--- config.mk ---
export PLATFORM = sky130hd
export DESIGN_NAME = fft_ctrl_gen
export DESIGN_NICKNAME = d
export VERILOG_FILES = /design/src/rtl/fft_ctrl_gen.sv
export SDC_FILE = /design/constraint.sdc
export NUM_CORES = 1
export LEC_CHECK = 0
export BUFFER_PORTS_ARGS = -buffer_cell sky130_fd_sc_hd__buf_2
export CAP_MARGIN = 20
export CORE_AREA = 3 3 111 113
export DETAILED_ROUTE_END_ITERATION = 10
export DIE_AREA = 0 0 114 116
export PLACE_DENSITY_LB_ADDON = 0.2
export SYNTH_ARGS = -nofsm -noshare
export SYNTH_HDL_FRONTEND = slang
export SYNTH_SLANG_ARGS = --single-unit
--- constraint.sdc ---
create_clock -name clk -period 3.5 [get_ports clk]
set_clock_uncertainty 0.1 [all_clocks]
set_input_delay 0.35 -clock clk [delete_from_list [all_inputs] [get_ports clk]]
set_output_delay 0.35 -clock clk [all_outputs]
set_load 0.005 [all_outputs]
--- src/rtl/fft_ctrl_gen.sv ---
// fft_ctrl_gen: address/strobe sequencer for an in-place radix-2 FFT over two
// memory banks. Element x lives in bank parity(x) at address x>>1, so both
// members of every butterfly pair always sit in opposite banks.
module fft_ctrl_gen #(
  parameter int LOG2N      = 6,
  parameter int RD_LAT     = 1,
  parameter int BF_LAT     = 2,
  parameter int BITREV_OUT = 1
) (
  input  logic                      clk,
  input  logic                      rst,
  input  logic                      start,
  input  logic                      in_valid,
  output logic                      in_ready,
  output logic                      busy,
  output logic                      done,
  output logic                      we_b0,
  output logic                      we_b1,
  output logic                      re_b0,
  output logic                      re_b1,
  output logic [LOG2N-2:0]          waddr_b0,
  output logic [LOG2N-2:0]          waddr_b1,
  output logic [LOG2N-2:0]          raddr_b0,
  output logic [LOG2N-2:0]          raddr_b1,
  output logic                      in_bank_sel,
  output logic                      bf_swap_rd,
  output logic                      bf_swap_wr,
  output logic [LOG2N-2:0]          tw_idx,
  output logic [$clog2(LOG2N)-1:0]  stage,
  output logic                      out_valid,
  output logic                      out_bank_sel,
  output logic [LOG2N-1:0]          out_idx
);

  localparam int AW  = LOG2N - 1;
  localparam int SW  = $clog2(LOG2N);
  localparam int N   = 1 << LOG2N;
  localparam int W   = RD_LAT + BF_LAT;
  localparam int DW  = $clog2(W + 1);
  localparam int WPW = 2 * AW + 2;   // valid, addr0, addr1, swap
  localparam int OPW = LOG2N + 2;    // valid, idx, bank

  localparam logic [LOG2N-1:0] C_MAX  = '1;
  localparam logic [AW-1:0]    K_MAX  = '1;
  localparam logic [DW-1:0]    D_MAX  = DW'(W - 1);
  localparam logic [SW-1:0]    S_LAST = SW'(LOG2N - 1);
  localparam logic [LOG2N:0]   U_N    = (LOG2N + 1)'(N);

  typedef enum logic [2:0] {S_IDLE, S_LOAD, S_COMPUTE, S_DRAIN, S_UNLOAD} state_t;

  state_t           state_reg, state_next;
  logic [LOG2N-1:0] c_reg;
  logic [AW-1:0]    k_reg;
  logic [DW-1:0]    d_reg;
  logic [SW-1:0]    stage_reg;
  logic [LOG2N:0]   u_reg;

  function automatic logic [LOG2N-1:0] bitrev(input logic [LOG2N-1:0] v);
    logic [LOG2N-1:0] r;
    for (int i = 0; i < LOG2N; i++) r[i] = v[LOG2N-1-i];
    return r;
  endfunction

  // Butterfly pair: k with a zero spliced in at bit p gives a; b sets that bit.
  logic [SW-1:0]    p_val;
  logic [LOG2N-1:0] lo_mask, kx, pair_a, pair_b;
  logic [AW-1:0]    tw_mask, tw_val, rd0, rd1;
  logic             par_a;

  assign p_val   = S_LAST - stage_reg;
  assign lo_mask = (LOG2N'(1) << p_val) - LOG2N'(1);
  assign kx      = {1'b0, k_reg};
  assign pair_a  = ((kx & ~lo_mask) << 1) | (kx & lo_mask);
  assign pair_b  = pair_a | (LOG2N'(1) << p_val);
  assign par_a   = ^pair_a;
  assign rd0     = par_a ? AW'(pair_b >> 1) : AW'(pair_a >> 1);
  assign rd1     = par_a ? AW'(pair_a >> 1) : AW'(pair_b >> 1);
  // When p = LOG2N-1 the shift overflows to 0 and the mask becomes all ones.
  assign tw_mask = (AW'(1) << p_val) - AW'(1);
  assign tw_val  = (k_reg & tw_mask) << stage_reg;

  // Unload read side
  logic [LOG2N-1:0] u_idx, un_x;
  logic             un_rd, par_x;

  assign u_idx = u_reg[LOG2N-1:0];
  assign un_x  = (BITREV_OUT != 0) ? bitrev(u_idx) : u_idx;
  assign par_x = ^un_x;
  assign un_rd = (state_reg == S_UNLOAD) && (u_reg < U_N);

  // Delay pipelines: butterfly writes trail reads by W, unload data by RD_LAT.
  logic [WPW-1:0] wpipe_in;
  logic [WPW-1:0] wpipe_reg [W];
  logic [OPW-1:0] opipe_in;
  logic [OPW-1:0] opipe_reg [RD_LAT];

  assign wpipe_in = (state_reg == S_COMPUTE) ? {1'b1, rd0, rd1, par_a} : '0;
  assign opipe_in = un_rd ? {1'b1, u_idx, par_x} : '0;

  genvar gi;
  generate
    for (gi = 0; gi < W; gi++) begin : g_wpipe
      // Shift stage of the delayed-write pipeline
      always_ff @(posedge clk or posedge rst) begin
        if (rst) wpipe_reg[gi] <= '0;
        else if (gi == 0) wpipe_reg[gi] <= wpipe_in;
        else wpipe_reg[gi] <= wpipe_reg[(gi == 0) ? 0 : gi - 1];
      end
    end
    for (gi = 0; gi < RD_LAT; gi++) begin : g_opipe
      // Shift stage of the unload read-latency pipeline
      always_ff @(posedge clk or posedge rst) begin
        if (rst) opipe_reg[gi] <= '0;
        else if (gi == 0) opipe_reg[gi] <= opipe_in;
        else opipe_reg[gi] <= opipe_reg[(gi == 0) ? 0 : gi - 1];
      end
    end
  endgenerate

  logic [WPW-1:0] wp_out;
  logic [OPW-1:0] op_out;
  logic           done_w;

  assign wp_out = wpipe_reg[W-1];
  assign op_out = opipe_reg[RD_LAT-1];
  assign done_w = (state_reg == S_UNLOAD) && op_out[OPW-1] && (op_out[LOG2N:1] == C_MAX);

  // State register
  always_ff @(posedge clk or posedge rst) begin
    if (rst) state_reg <= S_IDLE;
    else     state_reg <= state_next;
  end

  // Frame counters; each restarts from 0 when its phase is entered
  always_ff @(posedge clk or posedge rst) begin
    if (rst) begin
      c_reg     <= '0;
      k_reg     <= '0;
      d_reg     <= '0;
      stage_reg <= '0;
      u_reg     <= '0;
    end else begin
      case (state_reg)
        S_IDLE: begin
          c_reg     <= '0;
          k_reg     <= '0;
          d_reg     <= '0;
          stage_reg <= '0;
          u_reg     <= '0;
        end
        S_LOAD: begin
          if (in_valid) c_reg <= (c_reg == C_MAX) ? '0 : c_reg + LOG2N'(1);
        end
        S_COMPUTE: begin
          k_reg <= (k_reg == K_MAX) ? '0 : k_reg + AW'(1);
          d_reg <= '0;
        end
        S_DRAIN: begin
          if (d_reg == D_MAX) begin
            d_reg <= '0;
            if (stage_reg != S_LAST) stage_reg <= stage_reg + SW'(1);
          end else begin
            d_reg <= d_reg + DW'(1);
          end
        end
        S_UNLOAD: begin
          if (u_reg < U_N) u_reg <= u_reg + (LOG2N + 1)'(1);
        end
        default: ;
      endcase
    end
  end

  // Next-state logic
  always_comb begin
    state_next = state_reg;
    case (state_reg)
      S_IDLE:    if (start) state_next = S_LOAD;
      S_LOAD:    if (in_valid && c_reg == C_MAX) state_next = S_COMPUTE;
      S_COMPUTE: if (k_reg == K_MAX) state_next = S_DRAIN;
      S_DRAIN:   if (d_reg == D_MAX) state_next = (stage_reg == S_LAST) ? S_UNLOAD : S_COMPUTE;
      S_UNLOAD:  if (done_w) state_next = S_IDLE;
      default:   state_next = S_IDLE;
    endcase
  end

  // Output decode; bank ports are owned by exactly one phase at a time
  always_comb begin
    in_ready     = 1'b0;
    busy         = (state_reg != S_IDLE);
    done         = done_w;
    we_b0        = 1'b0;
    we_b1        = 1'b0;
    re_b0        = 1'b0;
    re_b1        = 1'b0;
    waddr_b0     = '0;
    waddr_b1     = '0;
    raddr_b0     = '0;
    raddr_b1     = '0;
    in_bank_sel  = 1'b0;
    bf_swap_rd   = 1'b0;
    bf_swap_wr   = 1'b0;
    tw_idx       = '0;
    stage        = '0;
    out_valid    = op_out[OPW-1];
    out_idx      = op_out[LOG2N:1];
    out_bank_sel = op_out[0];
    case (state_reg)
      S_LOAD: begin
        in_ready    = 1'b1;
        in_bank_sel = ^c_reg;
        if (in_valid) begin
          if (^c_reg) begin
            we_b1    = 1'b1;
            waddr_b1 = AW'(c_reg >> 1);
          end else begin
            we_b0    = 1'b1;
            waddr_b0 = AW'(c_reg >> 1);
          end
        end
      end
      S_COMPUTE, S_DRAIN: begin
        stage      = stage_reg;
        we_b0      = wp_out[WPW-1];
        we_b1      = wp_out[WPW-1];
        waddr_b0   = wp_out[2*AW:AW+1];
        waddr_b1   = wp_out[AW:1];
        bf_swap_wr = wp_out[0];
        if (state_reg == S_COMPUTE) begin
          re_b0      = 1'b1;
          re_b1      = 1'b1;
          raddr_b0   = rd0;
          raddr_b1   = rd1;
          bf_swap_rd = par_a;
          tw_idx     = tw_val;
        end
      end
      S_UNLOAD: begin
        if (un_rd) begin
          if (par_x) begin
            re_b1    = 1'b1;
            raddr_b1 = AW'(un_x >> 1);
          end else begin
            re_b0    = 1'b1;
            raddr_b0 = AW'(un_x >> 1);
          end
        end
      end
      default: ;
    endcase
  end

endmodule

Word-level counts from Yosys, hierarchy flattened
Cells that the tools add are included.
{"block": "classes", "add_sub_neg": 8, "n_lt_le_gt_ge": 1, "n_eq_ne": 18, "shift": 3, "mux": 58, "n_bitwise": 6, "reduce_logical": 20}
{"cell": "5-bit 2-to-1 mux", "count": 15}
{"cell": "5-bit one-hot mux with 2 select lines", "count": 5}
{"cell": "3-bit 2-to-1 mux", "count": 9}
{"cell": "6-bit XOR reduction", "count": 3}
{"cell": "3-bit one-hot mux with 5 select lines", "count": 1}
{"cell": "1-bit 2-to-1 mux", "count": 14}
{"cell": "7-bit one-hot mux with 2 select lines", "count": 1}
{"cell": "6-bit equality test (second input constant)", "count": 2}
{"cell": "12-bit 2-to-1 mux", "count": 1}
{"cell": "6-bit 2-to-1 mux", "count": 2}
{"cell": "2-bit inequality test (second input constant)", "count": 6}
{"cell": "6-bit bitwise OR", "count": 2}
{"cell": "6-bit one-hot mux with 2 select lines", "count": 1}
{"cell": "5-bit AND", "count": 2}
{"cell": "2-bit nonzero test", "count": 5}
{"cell": "8-bit 2-to-1 mux", "count": 1}
{"cell": "1-bit one-hot mux with 2 select lines", "count": 4}
{"cell": "7-bit by 1-bit adder with 7-bit output (second input constant)", "count": 1}
{"cell": "7-bit < comparator (second input constant)", "count": 1}
{"cell": "7-bit 2-to-1 mux", "count": 1}
{"cell": "6-bit by 1-bit adder with 6-bit output (second input constant)", "count": 1}
{"cell": "5-bit by 6-bit AND with 6-bit output", "count": 1}
{"cell": "3-bit by 2-bit equality test with 1-bit output (second input constant)", "count": 2}
{"cell": "3-bit equality test (second input constant)", "count": 2}
{"cell": "25 further kinds", "count": 31}
{"block": "word_totals", "register_bits": 70, "inputBits": 4, "output_inout_bits": 46, "wordCells": 124}

Longest topological paths before layout
Gate-level depths: netlist of the first run.
{"block": "logic_depth", "ltp_word": 10, "mapped_depth": 11, "ltp_nobuf": 10}

Least setup slack after synthesis of the first run
OpenSTA, ideal clock, no wires.
{"block": "synth_path", "kind": "register to output", "start": "reg stage_reg[1]", "end": "out raddr_b1[0]", "arrival_time_ps": 2896, "required_time_ps": 3050, "slack_ps": 154, "path_stages_with_launch": 12, "n_path_buf": 1, "path_cell_list": "dfrtp_1 > inv_1 > ha_1 > clkbuf_1 > nand2b_1 > ha_1 > nand2b_1 > mux2i_1 > a21oi_1 > xnor3_4 > xor2_4 > o221ai_1"}
{"block": "synth_between", "elab_chain_len": 10, "elab_cells_between_ends": 12, "classes_between": "2 x add/sub; 1 x shift; 3 x mux; 5 x bitwise; 1 x reduce/logical"}
{"item": "start, declared", "line_no": "55", "rtl": "logic [SW-1:0] stage_reg;"}
{"item": "start signal, assigned", "line_no": "161", "rtl": "if (stage_reg != S_LAST) stage_reg <= stage_reg + SW'(1);"}
{"item": "3-bit subtractor (*)", "line_no": "70", "rtl": "assign p_val = S_LAST - stage_reg;"}
{"item": "1-bit by 3-bit << shifter with 6-bit output (*)", "line_no": "71, 74"}
{"item": "6-bit by 2-bit subtractor with 6-bit output", "line_no": "71", "rtl": "assign lo_mask = (LOG2N'(1) << p_val) - LOG2N'(1);"}
{"item": "5-bit NOT", "line_no": "73", "rtl": "assign pair_a = ((kx & ~lo_mask) << 1) | (kx & lo_mask);"}
{"item": "5-bit AND", "line_no": "73"}
{"item": "6-bit bitwise OR", "line_no": "73"}
{"item": "6-bit XOR reduction or 6-bit bitwise OR (tied branches)", "line_no": "75, 74"}
{"item": "5-bit 2-to-1 mux (*)", "line_no": "77", "rtl": "assign rd1 = par_a ? AW'(pair_a >> 1) : AW'(pair_b >> 1);"}
{"item": "5-bit 2-to-1 mux (*)", "line_no": "229", "rtl": "if (state_reg == S_COMPUTE) begin"}
{"item": "5-bit one-hot mux with 2 select lines (*)", "line_no": "208", "rtl": "case (state_reg)"}
{"item": "end, declared", "line_no": "24", "rtl": "output logic [LOG2N-2:0] raddr_b1,"}
Mark *: on every way between the ends. The rest lies on a longest branch, timed or not.

Worst setup path in the final report of the first run
{"block": "layout_path", "start": "reg stage_reg[1]", "end": "out raddr_b0[4]"}
{"block": "layout_between", "elab_chain_len": 10, "elab_cells_between_ends": 12, "classes_between": "2 x add/sub; 1 x shift; 3 x mux; 5 x bitwise; 1 x reduce/logical"}
{"item": "3-bit subtractor (*)", "line_no": "70"}
{"item": "1-bit by 3-bit << shifter with 6-bit output (*)", "line_no": "71, 74"}
{"item": "6-bit by 2-bit subtractor with 6-bit output", "line_no": "71"}
{"item": "5-bit NOT", "line_no": "73"}
{"item": "5-bit AND", "line_no": "73"}
{"item": "6-bit bitwise OR", "line_no": "73"}
{"item": "6-bit XOR reduction or 6-bit bitwise OR (tied branches)", "line_no": "75, 74"}
{"item": "5-bit 2-to-1 mux (*)", "line_no": "76", "rtl": "assign rd0 = par_a ? AW'(pair_b >> 1) : AW'(pair_a >> 1);"}
{"item": "5-bit 2-to-1 mux (*)", "line_no": "229"}
{"item": "5-bit one-hot mux with 2 select lines (*)", "line_no": "208"}
{"item": "end, declared", "line_no": "23", "rtl": "output logic [LOG2N-2:0] raddr_b0,"}
Marked as above.

==> results of run 1 <==
worst max path at each step:
stage / depth (start not counted) / to / slack, ns
3_5_place_dp: 11 / raddr_b1[0] / 0.1
2_1_floorplan: 11 / raddr_b1[0] / 0.15
5_1_grt: 12 / raddr_b1[0] / -0.25
3_3_place_gp: 10 / raddr_b1[0] / 0.16
6_report: 11 / raddr_b0[4] / -0.07
4_1_cts: 9 / raddr_b1[0] / -0.11
cell usage in the layout (no fill, tap or decap), drive strengths merged, types with 2 or more instances in the layout:
master    instances
a22oi             2
or2               4
buf              70
o21ai            41
nand4             4
clkinvlp          2
a21o              3
clkinv            2
nor2             27
nand3            13
o211ai            5
inv              20
o221ai            6
dfrtp            70
mux2i             4
xnor2             4
or3               3
a21oi            12
and2b             2
nor2b             4
nand2            33
nand2b            9
xor2              4
clkbuf            9
and2              5
and3              5
nor3              5
ha               14
a22o             11
o31ai             4
nor4              3
o21a              2
a31oi             2
kinds of logic (layout without fill, tap and decap cells):
family / after synthesis / after routing / synth area share
adders and majority gates: 14 / 14 / 0.0512
buffers and inverters: 28 / 104 / 0.0307
muxes: 5 / 5 / 0.0150
xor gates and xnor gates: 9 / 9 / 0.0391
AOI/OAI and AO/OA: 97 / 97 / 0.183
and+or+nand+nor: 118 / 118 / 0.170
DFF: 70 / 70 / 0.512
timing repair:
| action | in CTS | in global routing |
|---|---|---|
| pin swaps | 9 | 5 |
| hold buffers | 1 | 0 |
| buffers inserted | 5 | 4 |
| resized for setup | 17 | 16 |
| endpoints found under the setup margin | 12 | 12 |
| cloned | 0 | 0 |
| endpoints found under the hold margin | 26 | 0 |
routing by layer:
layer	vias up	share of wire
met2	52	0.51
met5	-	0
met3	7	0.042
li1	1364	-
met4	0	0.013
met1	1378	0.44
synth_stat cells, types with 2 or more instances:
master     n  area [µm²]
o211ai_1   5        37.5
and2_1     5        31.3
nand3_1   13        65.1
o21a_1     2        15.0
a21o_1     2        15.0
nand4_1    4        25.0
o21ai_0   41         205
nor3_1     5        25.0
dfrtp_1   70        1750
nor2_1    27         101
or2_2      4        25.0
mux2i_1    4        40.0
and2b_2    2        17.5
xor2_1     3        26.3
ha_1      14         175
a21oi_1   12        60.1
inv_1     16        60.1
nor4_1     2        12.5
o221ai_1   6        52.6
nor2b_1    4        25.0
a22oi_1    2        15.0
and3_1     5        31.3
or3_1      2        12.5
o31ai_1    4        30.0
nand2b_1   9        56.3
clkbuf_1  11        41.3
nand2_1   33         124
a22o_1    11        96.3
xnor2_1    3        26.3
a31oi_1    2        12.5
metrics by stage:
step           utilization  setup TNS [ns]  hold WS [ns]  cell area (µm²)  worst slack (ns)
3_3_place_gp         0.341               0         0.237             3900             0.162
3_5_place_dp         0.341               0         0.236             3900            0.0993
5_1_grt              0.387           -2.26         0.240             4420            -0.251
2_1_floorplan            -               0         0.231             3420             0.154
4_1_cts              0.378          -0.799         0.225             4320            -0.111
6_report             0.387          -0.418         0.243             4420           -0.0681
power by group:
part	internal [mW]	switching [mW]	leakage, nW
logic	1.26	1.43	1.09
clock network	0.493	0.381	0.135
registers	1.00	0.142	0.935
total	2.75	1.95	2.16
worst reg2reg max path, stage by stage (launching register included):
cell	delay (ns)
dfrtp_1	0.39
inv_2	0.15
ha_4	0.24
nand2b_1	0.19
ha_2	0.22
nand2b_1	0.16
mux2i_1	0.23
a21oi_2	0.08
xnor3_4	0.53
xnor2_4	0.21
buf_6	0.14
buf_4	0.12
buf_4	0.14
o21ai_0	0.22
area by class of cell:
type                       instances  area, µm²  area share
sequential                        70       1750       0.396
multi-input combinational        243       1720       0.389
timing repair buffer              71        420      0.0950
clock buffer                       9        225      0.0509
tap                              143        179      0.0404
inverter                          17       63.8      0.0144
clock inverter                     7       61.3      0.0139
==> results.sh, run 1 <==
export IMPL_grt_pass1_vias=2725
export IMPL_die_height_um=116
export IMPL_slew_headroom=0.514
export IMPL_path_common_cell="nand2b_1"
export IMPL_finalMaxSlewViolations=0
export IMPL_grt_max_degree=45
export IMPL_core_mm2=0.0114
export IMPL_drc_errors=0
export IMPL_num_io_pins=50
export IMPL_critPathSlowestCell="xnor3_4"
export IMPL_largest_reg_flops=24
export IMPL_avgRoutedWirePerCell_um=16.0
export IMPL_clock_latency_ns=0.33
export IMPL_critPathMaxFanout=7
export IMPL_clock_sinks=70
export IMPL_crit_buf_inv=2
export IMPL_yosys_register_bits=70
export IMPL_syn_area_per_cell_um2=10.0
export IMPL_whs_endpoint="c_reg[4]"
export IMPL_violations="setup timing"
export IMPL_p_leak_nw=2.16
export IMPL_gr_total_overflow=0
export IMPL_status="complete, but fails checks"
export IMPL_port_buffers=49
export IMPL_grt_antenna_before_repair=0
export IMPL_antenna_cells=0
export IMPL_peakVddDrop_mv=0.477
export IMPL_nets=430
export IMPL_syn_area_mm2=0.00342
export IMPL_finalWirelength_um=8970
export IMPL_post_dp_hpwl_um=6580
export IMPL_initial_core_util=0.300
export IMPL_drtIter0Drc=229
export IMPL_worst_setup_path_type="reg2out"
export IMPL_fp_dieArea_mm2=0.0132
export IMPL_ctsRootBufferMaster="clkbuf_16"
export IMPL_place_congestion=0.767
export IMPL_syn_inst=341
export IMPL_syn2layout_area_growth_pct=29.2
export IMPL_reg2regPathDepth=13
export IMPL_clk_pin_slew_ns=0.07
export IMPL_async_flop_share=1.00
export IMPL_synth_nets=359
export IMPL_critical_path_top_delay_family="XOR/XNOR gates"
export IMPL_worst_setup_path_end_kind="output port"
export IMPL_clock_path_buffers=2
export IMPL_worstPathRequired_ns=3.05
export IMPL_fillCellCount=1166
export IMPL_cts_buffers=9
export IMPL_yosysSeqAreaShare=0.512
export IMPL_post_drt_via_cell_ratio=5.00
export IMPL_min_from="in_valid"
export IMPL_final_cells=560
export IMPL_cts_htree_levels=3
export IMPL_grtUsageMet2=0.231
export IMPL_setup_ws_ns=-0.0681
export IMPL_grt_pass1_wl_um=14300
export IMPL_drt_pass1_iterations=4
export IMPL_critical_path_arrival_ns=3.12
export IMPL_r2r_end="wpipe_reg[31]"
export IMPL_ys_flop_type="dfrtp_1"
export IMPL_use_met1=0.178
export IMPL_final_hold_viol_count=0
export IMPL_drive_above_1_share=0.293
export IMPL_post_route_min_period_ns=3.57
export IMPL_num_rows=39
export IMPL_die_x_um=114
export IMPL_worst_pin_slew_ns=0.727
export IMPL_r2r_setup_slack_ns=0.30
export IMPL_grt_total_usage=0.140
export IMPL_yosys_warnings=0
export IMPL_tritoncts="built"
export IMPL_crit_start="stage_reg[1]"
export IMPL_hold_path_class="in2reg"
export IMPL_slowest_delay_ns=0.53
export IMPL_yosysUniqueCellTypes=48
export IMPL_drv_cap=0
export IMPL_drt_antenna_violating_nets=0
export IMPL_crit_chain="inv_2 > ha_4 > nand2b_1 > ha_2 > nand2b_1 > mux2i_1 > a21oi_2 > xnor3_4 > xnor2_4 > o221ai_1 > buf_2"
export IMPL_power_density_mw_per_mm2=1060
export IMPL_total_power_mw=4.71
export IMPL_dp_cells=534
export IMPL_setup_viol=8
export IMPL_fmax_ghz=0.280
export IMPL_timing_rr_start="stage_reg[1]"
export IMPL_use_met3=0.0402
export IMPL_rsz0062_at_grt="true"
export IMPL_num_vias=2801
export IMPL_top_usage_layer="met2"
export IMPL_period_share=1.02
export IMPL_cp_start_kind="register"
export IMPL_worstHoldPathCells=3
export IMPL_synth_edf_count=0
Power figures use the tool's default switching activity.
==> inputs of run 2 (changes only) <==
Settings changed: CELL_PAD_IN_SITES_DETAIL_PLACEMENT set to 0, CELL_PAD_IN_SITES_GLOBAL_PLACEMENT set to 1, CTS_CLUSTER_DIAMETER set to 80.
==> run 2 against run 1 <==
  * The run ends with hold timing left
  * Register-to-register slack better by 0.31 ns
  * Highest routed layer unchanged
  * Cell count up 1.3%
  * Worst setup slack better by 0.13 ns
  * Sequential share of layout area is 0.59 points lower
  * Non-clock buffer count grew 7
  * Maximum frequency increased by 3.8%
  * Power shrank 0.77%
==> results.sh, run 2 (same netlist as run 1, synthesis figures left out) <==
export IMPL_status="complete, but fails checks"
export IMPL_violations="hold timing"
export IMPL_die_height_um=116
export IMPL_gr_total_overflow=0
export IMPL_period_share=0.982
export IMPL_post_dp_hpwl_um=6530
export IMPL_grt_pass1_vias=2763
export IMPL_largest_reg_flops=24
export IMPL_finalMaxSlewViolations=0
export IMPL_ctsRootBufferMaster="clkbuf_16"
export IMPL_dp_slack_ns=0.0480
export IMPL_setup_viol=0
export IMPL_slew_headroom=0.530
export IMPL_power_switching_mw=1.87
export IMPL_drive_above_1_share=0.307
export IMPL_grt_pass1_wl_um=14400
export IMPL_critical_path_top_delay_family="XOR/XNOR gates"
export IMPL_critPathSlowestCell="xnor3_4"
export IMPL_finalSetupTns_ns=0
export IMPL_clock_sinks=70
export IMPL_grt_antenna_before_repair=0
export IMPL_drv_cap=0
export IMPL_final_common_cell="dfrtp_1"
export IMPL_drtIter0Drc=195
export IMPL_grt_total_usage=0.141
export IMPL_clock_path_buffers=2
export IMPL_antenna_cells=0
export IMPL_post_drt_via_cell_ratio=4.92
export IMPL_clock_latency_ns=0.33
export IMPL_total_power_mw=4.67
export IMPL_num_rows=39
export IMPL_post_route_min_period_ns=3.44
export IMPL_rsz0062_at_grt="true"
export IMPL_drc_errors=0
export IMPL_critPathMaxFanout=9
export IMPL_clkPwrFrac=0.187
export IMPL_worst_pin_slew_ns=0.698
export IMPL_seqPwrFrac=0.247
export IMPL_cts_htree_levels=3
export IMPL_worst_setup_path_end_kind="output port"
export IMPL_p_int_mw=2.80
export IMPL_tritoncts="built"
export IMPL_finalWirelength_um=8910
export IMPL_power_density_mw_per_mm2=1040
export IMPL_drt_pass1_iterations=4
export IMPL_peakVddDrop_mv=0.374
export IMPL_worst_setup_path_type="reg2out"
export IMPL_initial_core_util=0.300
export IMPL_p_comb_frac=0.566
export IMPL_nets=437
export IMPL_cts_buffers=9
export IMPL_setup_ws_ns=0.0632
export IMPL_slowest_delay_ns=0.59
export IMPL_clk_pin_slew_ns=0.06
export IMPL_syn2layout_area_growth_pct=31.2
export IMPL_worstPathRequired_ns=3.05
export IMPL_multi_input_area_mm2=0.00172
export IMPL_grt_max_degree=43
export IMPL_final_hold_viol_count=4
export IMPL_crit_chain="inv_2 > ha_4 > buf_8 > and2b_2 > mux2i_4 > a21oi_2 > xnor3_4 > xnor2_4 > o221ai_1 > buf_2"
export IMPL_num_io_pins=50
export IMPL_critical_path_arrival_ns=2.99
export IMPL_core_mm2=0.0114
export IMPL_whs_ns=-0.00274
export IMPL_port_buffers=49
export IMPL_fp_dieArea_mm2=0.0132
export IMPL_fillCellCount=1157
export IMPL_final_cell_mix="dfrtp_1 (69), buf_2 (49), o21ai_0 (39)"
export IMPL_crit_buf_inv=3
export IMPL_sw_frac_of_total=0.401
export IMPL_ctsHoldBuffers=0
export IMPL_regArea_mm2=0.00175
export IMPL_avgRoutedWirePerCell_um=15.7
export IMPL_place_congestion=0.783
export IMPL_num_vias=2790
export IMPL_final_util=0.394
export IMPL_fmax_ghz=0.291
export IMPL_drt_antenna_violating_nets=0
export IMPL_cp_start_kind="register"
export IMPL_p_leak_nw=2.23
export IMPL_hold_path_class="in2async"
export IMPL_die_x_um=114
run 2: cell count changes in the layout (fill, tap and decap cells not counted), moves of 2 or more:
cell / change
nand2b_4: +3
ha_4: -2
nand2b_1: -3
buf_4: +5
run 2: through the flow:
step	instances	area, µm²
global route	567	4490
floorplan	341	3420
global placement	535	3920
finish	567	4490
detailed placement	535	3920
CTS	562	4380
run 2: metal layers:
layer | share of wire | wire (µm) | vias to the layer above | global-route usage
li1 | - | - | 1374 | -
met1 | 0.47 | 4200 | 1349 | 0.186
met2 | 0.46 | 4130 | 55 | 0.222
met3 | 0.049 | 437 | 12 | 0.0423
met4 | 0.015 | 138 | 0 | 0.0475
met5 | 0 | 0 | - | 0
run 2: worst paths after layout:
path | startpoint | end | cells after the start | slack [ns]
setup / recovery | stage_reg[1] | raddr_b0[0] | 10 | 0.06
hold / removal | rst | wp_out[0] | 2 | -0.003
setup reg to reg | stage_reg[1] | wpipe_reg[30] | 10 | 0.61
hold reg to reg | wpipe_reg[35] | wpipe_reg[23] | 0 | 0.24
max in group asynchronous | rst | stage_reg[0] | 3 | 2.65
min in group clk | in_valid | c_reg[4] | 3 | 0.22
run 2: worst register-to-register path, cell delays in order (launching register included):
cell	delay (ns)
dfrtp_1	0.37
inv_2	0.09
ha_4	0.30
buf_8	0.12
and2b_2	0.25
mux2i_4	0.19
a21oi_2	0.14
xnor3_4	0.59
xnor2_4	0.29
buf_4	0.17
o21ai_0	0.10
run 2: final cells by class:
cell class,instances,share of cell area
sequential,70,0.390
clock buffer,9,0.0501
inverter,17,0.0142
tap,143,0.0398
multi-input combinational,243,0.382
clock inverter,7,0.0142
timing repair buffer,78,0.110
run 2: repair_timing:
action | in CTS | in global routing
endpoints found under the setup margin | 11 | 12
hold endpoints to repair | 0 | 0
buffers inserted | 11 | 5
gates resized for setup | 21 | 13
pin swaps | 8 | 4
run 2: power by group through the flow:
stage | Clock [mW] | Combinational (mW) | Sequential, mW
floorplan | 0 | 1.47 | 1.10
global placement | 0 | 2.07 | 1.16
global route | 0.940 | 2.91 | 1.18
CTS | 0.908 | 2.46 | 1.15
detailed placement | 0 | 2.07 | 1.16
finish | 0.875 | 2.64 | 1.15
